File: config.mk
export PLATFORM = sky130hd
export DESIGN_NAME = ibex_mem_arbiter_flat
export DESIGN_NICKNAME = d
export VERILOG_FILES = /design/src/rtl/ibex_mem_arbiter_if.sv /design/src/rtl/ibex_mem_arbiter.sv /design/src/flat_wrapper.sv
export SDC_FILE = /design/constraint.sdc
export NUM_CORES = 1
export LEC_CHECK = 0
export BUFFER_PORTS_ARGS = -buffer_cell sky130_fd_sc_hd__buf_4
export CAP_MARGIN = 20
export CORE_AREA = 2 2 109 111
export CTS_CLUSTER_SIZE = 40
export DETAILED_ROUTE_END_ITERATION = 10
export DIE_AREA = 0 0 111 113
export GPL_ROUTABILITY_DRIVEN = 0
export SYNTH_ARGS = -nofsm -noshare
export SYNTH_HDL_FRONTEND = slang
export SYNTH_SLANG_ARGS = --single-unit
File: constraint.sdc
create_clock -name clk_sys -period 2.3 [get_ports clk_sys]
set_input_delay 0.23 -clock clk_sys [delete_from_list [all_inputs] [get_ports clk_sys]]
set_output_delay 0.23 -clock clk_sys [all_outputs]
set_load 0.1 [all_outputs]
File: src/rtl/ibex_mem_arbiter_if.sv
// Bus bundle between the Ibex fetch/LSU requesters, the shared RAM port and the arbiter.
// The arbiter uses the slave modport; the requesters and the RAM model use the master modport.
interface ibex_mem_arbiter_if;
    // Instruction fetch port
    logic        instr_req;
    logic [31:0] instr_addr;
    logic        instr_gnt;
    logic        instr_rvalid;
    logic [31:0] instr_rdata;
    logic        instr_err;

    // Data (LSU) port
    logic        data_req;
    logic        data_we;
    logic [3:0]  data_be;
    logic [31:0] data_addr;
    logic [31:0] data_wdata;
    logic        data_gnt;
    logic        data_rvalid;
    logic [31:0] data_rdata;
    logic        data_err;

    // Single-port RAM side
    logic        mem_req;
    logic        mem_write;
    logic [3:0]  mem_be;
    logic [31:0] mem_addr;
    logic [31:0] mem_wdata;
    logic [31:0] mem_rdata;

    modport slave (
        input  instr_req, instr_addr,
        output instr_gnt, instr_rvalid, instr_rdata, instr_err,
        input  data_req, data_we, data_be, data_addr, data_wdata,
        output data_gnt, data_rvalid, data_rdata, data_err,
        output mem_req, mem_write, mem_be, mem_addr, mem_wdata,
        input  mem_rdata
    );

    modport master (
        output instr_req, instr_addr,
        input  instr_gnt, instr_rvalid, instr_rdata, instr_err,
        output data_req, data_we, data_be, data_addr, data_wdata,
        input  data_gnt, data_rvalid, data_rdata, data_err,
        input  mem_req, mem_write, mem_be, mem_addr, mem_wdata,
        output mem_rdata
    );
endinterface

File: src/rtl/ibex_mem_arbiter.sv
// Shares one single-port simulation RAM between the Ibex fetch and LSU ports.
// Fetch has priority; a saturating streak counter hands the slot to a waiting LSU request.
module ibex_mem_arbiter #(
    parameter int unsigned MEM_SIZE         = 65536,
    parameter logic [31:0] MEM_START        = 32'h0000_0000,
    parameter int unsigned MAX_INSTR_STREAK = 4
) (
    input  logic              clk_sys,
    input  logic              rst_sys,
    ibex_mem_arbiter_if.slave bus
);
    localparam logic [31:0] MEM_MASK   = 32'(MEM_SIZE - 1);
    localparam logic [3:0]  STREAK_MAX = 4'(MAX_INSTR_STREAK);
    localparam logic [3:0]  STREAK_SAT = 4'hF;

    // Streak counter and the one-deep response pipeline
    logic [3:0] r_streak_cnt;
    logic       r_resp_valid;
    logic       r_resp_port;
    logic       r_resp_err;
    logic       r_resp_we;

    logic        w_instr_in_range;
    logic        w_data_in_range;
    logic        w_instr_win;
    logic        w_data_win;
    logic        w_mem_req;
    logic        w_mem_write;
    logic [3:0]  w_mem_be;
    logic [31:0] w_mem_addr;
    logic [31:0] w_mem_wdata;
    logic        w_instr_rvalid;
    logic        w_data_rvalid;

    // Address decode and winner selection; nothing is granted while in reset
    always_comb begin
        w_instr_in_range = (bus.instr_addr & ~MEM_MASK) == MEM_START;
        w_data_in_range  = (bus.data_addr  & ~MEM_MASK) == MEM_START;
        w_data_win       = !rst_sys && bus.data_req &&
                           (!bus.instr_req || (r_streak_cnt >= STREAK_MAX));
        w_instr_win      = !rst_sys && bus.instr_req && !w_data_win;
    end

    // RAM port: driven from the winner only when it decodes into the window
    always_comb begin
        w_mem_req   = 1'b0;
        w_mem_write = 1'b0;
        w_mem_be    = 4'h0;
        w_mem_addr  = 32'h0;
        w_mem_wdata = 32'h0;
        if (w_instr_win && w_instr_in_range) begin
            w_mem_req  = 1'b1;
            w_mem_be   = 4'hF;
            w_mem_addr = bus.instr_addr;
        end else if (w_data_win && w_data_in_range) begin
            w_mem_req   = 1'b1;
            w_mem_write = bus.data_we;
            w_mem_be    = bus.data_be;
            w_mem_addr  = bus.data_addr;
            w_mem_wdata = bus.data_wdata;
        end
    end

    // Response state and streak tracking
    always_ff @(posedge clk_sys) begin
        if (rst_sys) begin
            r_resp_valid <= 1'b0;
            r_resp_port  <= 1'b0;
            r_resp_err   <= 1'b0;
            r_resp_we    <= 1'b0;
            r_streak_cnt <= 4'h0;
        end else begin
            r_resp_valid <= w_instr_win || w_data_win;
            if (w_instr_win) begin
                r_resp_port <= 1'b0;
                r_resp_err  <= !w_instr_in_range;
                r_resp_we   <= 1'b0;
            end else if (w_data_win) begin
                r_resp_port <= 1'b1;
                r_resp_err  <= !w_data_in_range;
                r_resp_we   <= bus.data_we;
            end

            if (w_data_win || !bus.data_req) begin
                r_streak_cnt <= 4'h0;
            end else if (w_instr_win && (r_streak_cnt != STREAK_SAT)) begin
                r_streak_cnt <= r_streak_cnt + 4'h1;
            end
        end
    end

    // Response routing; a response still in the pipe when reset hits is dropped
    always_comb begin
        w_instr_rvalid = !rst_sys && r_resp_valid && !r_resp_port;
        w_data_rvalid  = !rst_sys && r_resp_valid &&  r_resp_port;
    end

    assign bus.instr_gnt    = w_instr_win;
    assign bus.data_gnt     = w_data_win;

    assign bus.mem_req      = w_mem_req;
    assign bus.mem_write    = w_mem_write;
    assign bus.mem_be       = w_mem_be;
    assign bus.mem_addr     = w_mem_addr;
    assign bus.mem_wdata    = w_mem_wdata;

    assign bus.instr_rvalid = w_instr_rvalid;
    assign bus.instr_err    = w_instr_rvalid && r_resp_err;
    assign bus.instr_rdata  = (w_instr_rvalid && !r_resp_err) ? bus.mem_rdata : 32'h0;

    // Write acknowledgements carry no data
    assign bus.data_rvalid  = w_data_rvalid;
    assign bus.data_err     = w_data_rvalid && r_resp_err;
    assign bus.data_rdata   = (w_data_rvalid && !r_resp_err && !r_resp_we) ? bus.mem_rdata : 32'h0;

endmodule

File: src/flat_wrapper.sv
// flat-port wrapper written by rule: the top's interface ports become plain ports
module ibex_mem_arbiter_flat 
#(
    parameter int unsigned MEM_SIZE         = 65536,
    parameter logic [31:0] MEM_START        = 32'h0000_0000,
    parameter int unsigned MAX_INSTR_STREAK = 4
)
  (clk_sys, rst_sys, bus_instr_req, bus_instr_addr, bus_instr_gnt, bus_instr_rvalid, bus_instr_rdata, bus_instr_err, bus_data_req, bus_data_we, bus_data_be, bus_data_addr, bus_data_wdata, bus_data_gnt, bus_data_rvalid, bus_data_rdata, bus_data_err, bus_mem_req, bus_mem_write, bus_mem_be, bus_mem_addr, bus_mem_wdata, bus_mem_rdata);
  ibex_mem_arbiter_if bus_i ();
  input  logic clk_sys;
  input  logic rst_sys;
  input wire logic [$bits(bus_i.instr_req)-1:0] bus_instr_req;
  input wire logic [$bits(bus_i.instr_addr)-1:0] bus_instr_addr;
  output wire logic [$bits(bus_i.instr_gnt)-1:0] bus_instr_gnt;
  output wire logic [$bits(bus_i.instr_rvalid)-1:0] bus_instr_rvalid;
  output wire logic [$bits(bus_i.instr_rdata)-1:0] bus_instr_rdata;
  output wire logic [$bits(bus_i.instr_err)-1:0] bus_instr_err;
  input wire logic [$bits(bus_i.data_req)-1:0] bus_data_req;
  input wire logic [$bits(bus_i.data_we)-1:0] bus_data_we;
  input wire logic [$bits(bus_i.data_be)-1:0] bus_data_be;
  input wire logic [$bits(bus_i.data_addr)-1:0] bus_data_addr;
  input wire logic [$bits(bus_i.data_wdata)-1:0] bus_data_wdata;
  output wire logic [$bits(bus_i.data_gnt)-1:0] bus_data_gnt;
  output wire logic [$bits(bus_i.data_rvalid)-1:0] bus_data_rvalid;
  output wire logic [$bits(bus_i.data_rdata)-1:0] bus_data_rdata;
  output wire logic [$bits(bus_i.data_err)-1:0] bus_data_err;
  output wire logic [$bits(bus_i.mem_req)-1:0] bus_mem_req;
  output wire logic [$bits(bus_i.mem_write)-1:0] bus_mem_write;
  output wire logic [$bits(bus_i.mem_be)-1:0] bus_mem_be;
  output wire logic [$bits(bus_i.mem_addr)-1:0] bus_mem_addr;
  output wire logic [$bits(bus_i.mem_wdata)-1:0] bus_mem_wdata;
  input wire logic [$bits(bus_i.mem_rdata)-1:0] bus_mem_rdata;
  assign bus_i.instr_req = bus_instr_req;
  assign bus_i.instr_addr = bus_instr_addr;
  assign bus_instr_gnt = bus_i.instr_gnt;
  assign bus_instr_rvalid = bus_i.instr_rvalid;
  assign bus_instr_rdata = bus_i.instr_rdata;
  assign bus_instr_err = bus_i.instr_err;
  assign bus_i.data_req = bus_data_req;
  assign bus_i.data_we = bus_data_we;
  assign bus_i.data_be = bus_data_be;
  assign bus_i.data_addr = bus_data_addr;
  assign bus_i.data_wdata = bus_data_wdata;
  assign bus_data_gnt = bus_i.data_gnt;
  assign bus_data_rvalid = bus_i.data_rvalid;
  assign bus_data_rdata = bus_i.data_rdata;
  assign bus_data_err = bus_i.data_err;
  assign bus_mem_req = bus_i.mem_req;
  assign bus_mem_write = bus_i.mem_write;
  assign bus_mem_be = bus_i.mem_be;
  assign bus_mem_addr = bus_i.mem_addr;
  assign bus_mem_wdata = bus_i.mem_wdata;
  assign bus_i.mem_rdata = bus_mem_rdata;
  ibex_mem_arbiter #(.MEM_SIZE(MEM_SIZE), .MEM_START(MEM_START), .MAX_INSTR_STREAK(MAX_INSTR_STREAK)) u_core (.clk_sys(clk_sys), .rst_sys(rst_sys), .bus(bus_i));
endmodule
==> metrics.yaml, run 1 <==
outcome: "completed"
drive_above_1_share: 0.768
rr_worst_depth: 5
synth_top_family_by_area: "simple AND/OR/NAND/NOR gates"
first_global_vias: 2364
crit_path_start: "u_core.r_resp_port"
crit_arrival_ns: 1.81
critical-path-max-stage-delay_ns: 0.40
cts_resized: 0
ir_drop_v: 0.000182
die_x_um: 111
postCtsSetupBuffers: 0
grt_pass1_wl_mm: 11.5
core_area_um2: 11300
gr-total-overflow: 0
crit_top_cell: "buf_4"
final_core_util: 0.325
synth_most_common_cell: "and2_1"
numCtsBuffers: 3
ys_types: 35
htreeDepth: 1
fin_skew_ns: 0.00110
postSynth.asyncResetShare: 0
synth_top_cell_area_share: 0.287
ys_ff_latch: 8
rows: 39
synth_common_cells: "and2_1, and3_1, buf_4, a22o_1, nor2_1"
drc_errors: 0
synth_xor_area_frac: 0
hold_buffers: 0
leakagePower_nw: 2.18
crit_path_end: "bus_data_rdata[25]"
syn_area_um2: 1440
wl_per_cell_um: 13.0
diodes: 0
maxCapViolCount: 0
rsz0062_at_grt: "no"
rr_endpoint: "u_core.r_resp_err"
synth_edf_count: 0
portBuffers: 260
setup_violations: 0
grt_usage: 0.111
cp-start-kind: "flip-flop"
rr_startpoint: "u_core.r_streak_cnt[2]"
antenna_found_initial: 0
path_cells: "and3b_2, nor3b_4, buf_4, and2_2, buf_4"
top_level_ports: 277
cp.required_ns: 2.07
synth-simple-area-share: 0.586
cts.reportedPaths.clkPinSlew_ns: 0.04
synth_compound_area_frac: 0.141
cts_root_buf: "clkbuf_16"
drt-initial-drc-count: 68
drtPass1Iterations: 4
final-hold-violation-count: 0
ys.flop_type: "dfxtp_1"
dp_hpwl_mm: 6.90
die_h_um: 113
clk_latency_ns: 0.23
synth-adder-area-share: 0.00869
area_growth_syn_to_layout_pct: 155
maxClockFrequency_mhz: 491
cts_tree: "yes"
start_util: 0.128
dp_cells: 593
synth.mux.area_fraction: 0
clockBufferDepth: 2
synth-seq-area-share: 0.111
yosysTopAreaCell: "and2_1"
fin_nets: 593
syn_avg_cell_area_um2: 7.20
hp-class: "in2reg"
drt-total-wl_mm: 7.73
cp_max_fo: 32
maxSlewViolCount: 0
dieArea_um2: 12500
report.power.total_w: 0.00106
instances_no_fill: 596
drtAntennaViolNets: 0
fin_crit_sh: 0.885
viasPerCell: 3.99
critPathKind: "reg2out"
via_count: 2379
grt_start_max_net_pins: 34
period_minus_slack_ns: 2.04
syn_inst: 200
hold_ws_ns: 0.260
netlist_top_cells_area: "and2_1, and3_1, dfxtp_1"
cpMaxStageDelayCell: "dfxtp_1"
power_density_nw_per_um2: 288
fill_cells: 1176
r2r_slack_ns: 1.05
crit_path_end_kind: "primary output"
clock-sinks: 8
yosys_warnings: 0
-- layer usage --
metal,share of wire,up-vias,global-route usage
met4,0.0052,0,0.0192
met5,0,-,0
li1,-,1155,-
met1,0.33,1048,0.113
met2,0.56,172,0.228
met3,0.11,4,0.0262
-- worst min-delay path by stage --
stage	start	to	slack [ns]	depth (start not counted)
detailed placement	u_core.r_streak_cnt[0]	u_core.r_streak_cnt[0]	0.41	1
floorplan	rst_sys	u_core.r_resp_we	0.30	1
CTS	bus_data_we	u_core.r_resp_we	0.27	3
global route	rst_sys	u_core.r_resp_we	0.28	2
global placement	u_core.r_streak_cnt[0]	u_core.r_streak_cnt[0]	0.41	1
finish	rst_sys	u_core.r_resp_we	0.26	2
-- metrics by stage --
step / TNS, ns / setup slack, ns / cell area, um^2
3_3_place_gp: 0 / 0.407 / 3590
6_report: 0 / 0.264 / 3670
5_1_grt: 0 / 0.0724 / 3670
4_1_cts: 0 / 0.230 / 3670
2_1_floorplan: -0.0794 / -0.0794 / 1620
3_5_place_dp: 0 / 0.339 / 3590
-- layout make-up --
cell class / instances / area (um^2) / area share
Clock buffer: 3 / 75.1 / 0.0205
Multi-Input combinational cell: 173 / 1240 / 0.339
Sequential cell: 8 / 160 / 0.0437
Inverter: 3 / 11.3 / 0.00307
Tap cell: 143 / 179 / 0.0488
Timing Repair Buffer: 266 / 2000 / 0.545
-- layout by cell type (no fill, tap or decap) --
cell type  count
buf_4        266
and2_2        33
and2_4        30
and3_1        30
conb_1        17
a22o_1        11
nor2_1         9
nor4_1         8
dfxtp_1        8
a22o_2         5
and2_1         4
a21o_1         4
inv_1          3
and3_2         3
clkbuf_16      3
nor3b_4        2
nand2_1        2
nand2b_4       1
a21oi_4        1
and2b_1        1
and3b_2        1
nor2b_1        1
o21ai_0        1
nand4_1        1
and4_2         1
or2_2          1
nand3_1        1
nand3b_1       1
a21oi_1        1
nor4_2         1
nor3_1         1
ha_1           1
-- kinds of logic after synthesis --
family,after synthesis
adders and majority gates,1
DFF,8
buffers and inverters,35
other,1
AOI/OAI and AO/OA,23
and+or+nand+nor,132
-- flip-flops by register name, indices dropped and copies added (netlist names) --
name and flops:
u_core.r_resp_err 1, u_core.r_resp_port 1, u_core.r_resp_valid 1, u_core.r_resp_we 1, u_core.r_streak_cnt 4
-- worst max-delay path: cells and delay by family (launching register included) --
family | cells | cell delay, ns
flip-flops | 1 | 0.40
buffers and inverters | 2 | 0.56
AND/OR/NAND/NOR | 3 | 0.60
-- power by group --
| group | internal, W | switching (W) | total (W) |
|---|---|---|---|
| sequential | 0.000145 | 0.00000536 | 0.000151 |
| clock | 0.000224 | 0.0000637 | 0.000287 |
| combinational | 0.000219 | 0.000399 | 0.000618 |
(Power assumes the default switching activity.)
==> inputs of run 2 (changes only) <==
Settings changed: REMOVE_ABC_BUFFERS from default to 1.
==> run 2 against run 1 <==
Compared with the run above:
- clock skew grew 0.0022 ns
- sequential share of layout area rose by 0.15 points
- cell area fell by 3.2%
- register-to-register slack gained 0.08 ns
- largest power group unchanged
- sequential power about the same
- worst hold slack got worse by 0.031 ns
- fmax rose by 2.1%
- critical endpoint is now bus_data_rdata[15]
- setup slack better by 0.042 ns
- die area is the same
- global-route usage is 2.3 points higher
- via count is 1.1% lower
- first-iteration DRC count grew 38%
==> metrics.yaml, run 2 (synthesis gave the netlist of run 1 again) <==
cts_root_buf: "clkbuf_16"  # unchanged
fin_skew_ns: 0.00325  # was 0.00110 ns
drtAntennaViolNets: 0  # unchanged
clock-sinks: 8  # unchanged
diodes: 0  # unchanged
numCtsBuffers: 3  # unchanged
rsz0062_at_grt: "no"  # unchanged
die_h_um: 113  # unchanged
hold_buffers: 0  # unchanged
leakagePower_nw: 2.11  # was 2.18 nW
gr-total-overflow: 0  # unchanged
maxClockFrequency_mhz: 501  # was 491 MHz
clockBufferDepth: 2  # unchanged
power_density_nw_per_um2: 295  # was 288 nW/um^2
cpMaxStageDelayCell: "dfxtp_1"  # unchanged
fill_cells: 1192  # was 1176
grt_usage: 0.134  # was 0.111
cp_max_fo: 32  # unchanged
top_level_ports: 277  # unchanged
instances_no_fill: 596  # unchanged
multi_input_comb_area_um2: 1120  # was 1240 um^2
cts_tree: "yes"  # unchanged
dp_hpwl_mm: 8.53  # was 6.90 mm
mostFrequentLayoutCell: "buf_4"  # unchanged
path_cells: "and3b_1, nor3b_4, buf_4, and2_1, buf_4"  # was and3b_2, nor3b_4, buf_4, and2_2, buf_4
dieArea_um2: 12500  # unchanged
cts.reportedPaths.clkPinSlew_ns: 0.04  # about the same
grt_pass1_wl_mm: 13.2  # was 11.5 mm
drive_above_1_share: 0.631  # was 0.768
drt-initial-drc-count: 94  # was 68
setup_ws_ns: 0.305  # was 0.264 ns
critical-path-max-stage-delay_ns: 0.36  # was 0.40 ns
setup_violations: 0  # unchanged
ff_latch_area_um2: 160  # unchanged
postCtsSetupBuffers: 0  # unchanged
maxCapViolCount: 0  # unchanged
fin_nets: 593  # unchanged
fin_crit_sh: 0.867  # was 0.885
grt_start_max_net_pins: 34  # unchanged
htreeDepth: 1  # unchanged
ir_drop_v: 0.000222  # was 0.000182 V
outcome: "completed"  # unchanged
antenna_found_initial: 0  # unchanged
drt-total-wl_mm: 9.38  # was 7.73 mm
wl_per_cell_um: 15.7  # was 13.0 um
drtPass1Iterations: 4  # unchanged
start_util: 0.128  # unchanged
dp_cells: 593  # unchanged
period_minus_slack_ns: 1.99  # was 2.04 ns
maxSlewViolCount: 0  # unchanged
final_cell_mix: "buf_4, and2_1, and3_1"  # was buf_4, and2_2, and2_4, and3_1, conb_1
viasPerCell: 3.95  # was 3.99
hold_ws_ns: 0.229  # was 0.260 ns
drc_errors: 0  # unchanged
crit_top_cell: "buf_4"  # unchanged
clk_latency_ns: 0.23  # about the same
regMostFlops: "u_core.r_streak_cnt"  # unchanged
area_growth_syn_to_layout_pct: 146  # was 155%
cp.required_ns: 2.07  # about the same
critPathKind: "reg2out"  # unchanged
crit_path_end_kind: "primary output"  # unchanged
largest_register_ffs: 4  # unchanged
via_count: 2353  # was 2379
final_core_util: 0.315  # was 0.325
crit_arrival_ns: 1.76  # was 1.81 ns
cp-start-kind: "flip-flop"  # unchanged
rows: 39  # unchanged
cts_resized: 0  # unchanged
die_x_um: 111  # unchanged
final.setup.tns_ns: 0  # unchanged
post-place-ws_ns: 0.290  # was 0.339 ns
hp-class: "in2reg"  # unchanged
first_global_vias: 2271  # was 2364
portBuffers: 260  # unchanged
final-hold-violation-count: 0  # unchanged
core_area_um2: 11300  # unchanged
run 2: cell counts in the layout (fill, tap and decap cells not counted):
No cell type changed its count.
run 2: path summary, 6_finish.rpt:
check                               from                      to  cells past startpoint  slack, ns
hold reg to reg   u_core.r_streak_cnt[0]  u_core.r_streak_cnt[0]                      1       0.42
setup / recovery      u_core.r_resp_port      bus_data_rdata[15]                      5       0.31
hold / removal                   rst_sys        u_core.r_resp_we                      2       0.23
setup reg to reg  u_core.r_streak_cnt[2]       u_core.r_resp_err                      5       1.13
run 2: worst max-delay path, delay by kind of cell, from the launching register on:
kind                   cells  cell delay (ns)
AND/OR/NAND/NOR            3             0.60
buffers and inverters      2             0.57
flip-flops                 1             0.36
run 2: final cells by class:
cell class	instances	area share
multi-input cells	173	0.317
clock buffers	3	0.0212
inverters	3	0.00317
well taps	143	0.0504
flip-flops and latches	8	0.0452
repair buffers	266	0.563
run 2: report_power, final:
| group | switching, W | internal (W) |
|---|---|---|
| clock | 0.0000655 | 0.000224 |
| combinational | 0.000402 | 0.000205 |
| sequential | 0.00000499 | 0.000145 |
run 2: routing by layer:
| metal | vias up | routed length, um | global-route usage |
|---|---|---|---|
| li1 | 1156 | - | - |
| met1 | 1017 | 3380 | 0.143 |
| met2 | 174 | 5010 | 0.267 |
| met3 | 6 | 904 | 0.0300 |
| met4 | 0 | 87 | 0.0267 |
| met5 | - | 0 | 0 |
run 2: metrics by stage:
step / area, um^2 / power [W]
2_1_floorplan: 1290 / 0.000507
3_3_place_gp: 3470 / 0.000760
3_5_place_dp: 3470 / 0.000763
4_1_cts: 3550 / 0.00105
5_1_grt: 3550 / 0.00108
6_report: 3550 / 0.00105
==> inputs of run 3 (changes only) <==
Settings changed: CORE_AREA 2 2 109 111 to 4 4 105 107, DIE_AREA 0 0 111 113 to 0 0 109 111.
==> run 3 against run 2 <==
Compared with the run above:
- setup slack got worse by 0.026 ns
- sequential cell count did not move
- sequential power barely moved
- first-iteration DRC count fell by 23%
- die area decreased by 3.5%
- clock skew down 0.0018 ns
- register-to-register slack worse by 0.09 ns
- critical path type unchanged
==> metrics.yaml, run 3 (synthesis gave the netlist of run 1 again) <==
wl_per_cell_um: 13.4  # was 15.7 um
mostFrequentLayoutCell: "buf_4"  # unchanged
combPwrFrac: 0.652  # was 0.580
place_area_um2: 3460  # was 3470 um^2
final_cell_mix: "buf_4, and2_1, and3_1"  # unchanged
cp-start-kind: "flip-flop"  # unchanged
start_util: 0.142  # was 0.128
hold_ws_ns: 0.247  # was 0.229 ns
period_minus_slack_ns: 2.02  # was 1.99 ns
fin_nets: 593  # unchanged
routed.top_layer: "met4"  # unchanged
portBuffers: 260  # unchanged
routed-wl-met2_mm: 4.12  # was 5.01 mm
dp_hpwl_mm: 7.03  # was 8.53 mm
drtPass1Iterations: 4  # unchanged
fin_skew_ns: 0.00141  # was 0.00325 ns
critPathKind: "reg2out"  # unchanged
viasPerCell: 4.01  # was 3.95
core_area_um2: 10100  # was 11300 um^2
outcome: "completed"  # unchanged
gr-total-overflow: 0  # unchanged
cts.reportedPaths.clkPinSlew_ns: 0.04  # about the same
diodes: 0  # unchanged
leakagePower_nw: 2.09  # was 2.11 nW
clockPowerShare: 0.184  # was 0.277
final-hold-violation-count: 0  # unchanged
crit_arrival_ns: 1.79  # was 1.76 ns
dieArea_um2: 12100  # was 12500 um^2
cts_tree: "yes"  # unchanged
grt_pass1_wl_mm: 11.5  # was 13.2 mm
top_level_ports: 277  # unchanged
fin_crit_sh: 0.879  # was 0.867
stdcell_area_um2: 3500  # was 3550 um^2
drt-initial-drc-count: 72  # was 94
drt-total-wl_mm: 7.91  # was 9.38 mm
cp.required_ns: 2.07  # about the same
maxCapViolCount: 0  # unchanged
setup_violations: 0  # unchanged
regMostFlops: "u_core.r_streak_cnt"  # unchanged
power_density_nw_per_um2: 261  # was 295 nW/um^2
drc_errors: 0  # unchanged
drtAntennaViolNets: 0  # unchanged
antenna_found_initial: 0  # unchanged
p_seq_frac: 0.164  # was 0.144
power.switching_w: 0.000453  # was 0.000473 W
grt_usage: 0.115  # was 0.134
hp-class: "in2reg"  # unchanged
crit_path_end_kind: "primary output"  # unchanged
rows: 37  # was 39
hold_buffers: 0  # unchanged
drive_above_1_share: 0.629  # was 0.631
clk_latency_ns: 0.23  # about the same
maxClockFrequency_mhz: 495  # was 501 MHz
largest_register_ffs: 4  # unchanged
met3_length_um: 994  # was 904 um
htreeDepth: 1  # unchanged
area_growth_syn_to_layout_pct: 143  # was 146%
r2r_slack_ns: 1.04  # was 1.13 ns
cts_root_buf: "clkbuf_8"  # was clkbuf_16
postCtsSetupBuffers: 0  # unchanged
netSwitchingFraction: 0.496  # was 0.452
die_h_um: 111  # was 113 um
numCtsBuffers: 3  # unchanged
first_global_vias: 2395  # was 2271
grt_start_max_net_pins: 33  # was 34
clockBufferDepth: 2  # unchanged
via_count: 2361  # was 2353
intPower_w: 0.000461  # was 0.000574 W
clock-sinks: 8  # unchanged
met1_length_mm: 2.62  # was 3.38 mm
cts_resized: 0  # unchanged
rsz0062_at_grt: "no"  # unchanged
cp_max_fo: 27  # was 32
report.power.total_w: 0.000914  # was 0.00105 W
maxSlewViolCount: 0  # unchanged
ir_drop_v: 0.000194  # was 0.000222 V
die_x_um: 109  # was 111 um
## run 3: cell counts in the layout (fill, tap and decap cells not counted)
No cell type changed its count.
## run 3: path summary, 6_finish.rpt
| kind | startpoint | endpoint | cells past startpoint |
|---|---|---|---|
| min reg2reg | u_core.r_streak_cnt[0] | u_core.r_streak_cnt[0] | 1 |
| max reg2reg | u_core.r_streak_cnt[2] | u_core.r_resp_err | 4 |
| min | rst_sys | u_core.r_resp_err | 2 |
| max | u_core.r_streak_cnt[2] | bus_mem_wdata[4] | 5 |
## run 3: cell type report
type / instances / area [um^2]
Timing Repair Buffer: 266 / 2000
Tap cell: 136 / 170
Clock buffer: 3 / 41.3
Multi-Input combinational cell: 173 / 1120
Fill cell: 1046 / 6640
Sequential cell: 8 / 160
Inverter: 3 / 11.3
## run 3: through the flow
stage          utilization  setup TNS, ns  setup slack [ns]  cells
2_1_floorplan            -         -54.43            -0.887    184
3_3_place_gp         0.341              0             0.355    586
3_5_place_dp         0.341              0             0.328    586
4_1_cts              0.345              0             0.281    589
5_1_grt              0.345              0             0.142    589
6_report             0.345              0             0.279    589
## run 3: critical path, stage by stage (launching register included)
cell and delay (ns):
dfxtp_1 0.32, nor2_1 0.08, a21oi_4 0.29, buf_4 0.30, and3_1 0.25, buf_4 0.31
## run 3: power groups by stage
stage,combinational (W),clock (W),sequential (W)
6_report,0.000596,0.000169,0.000150
5_1_grt,0.000625,0.000179,0.000151
4_1_cts,0.000599,0.000172,0.000150
3_5_place_dp,0.000598,0,0.000152
3_3_place_gp,0.000594,0,0.000152
2_1_floorplan,0.000356,0,0.000151
## run 3: routing by layer
| layer | up-vias | GRT usage |
|---|---|---|
| li1 | 1161 | - |
| met1 | 1014 | 0.116 |
| met2 | 174 | 0.226 |
| met3 | 12 | 0.0239 |
| met4 | 0 | 0.0345 |
| met5 | - | 0 |
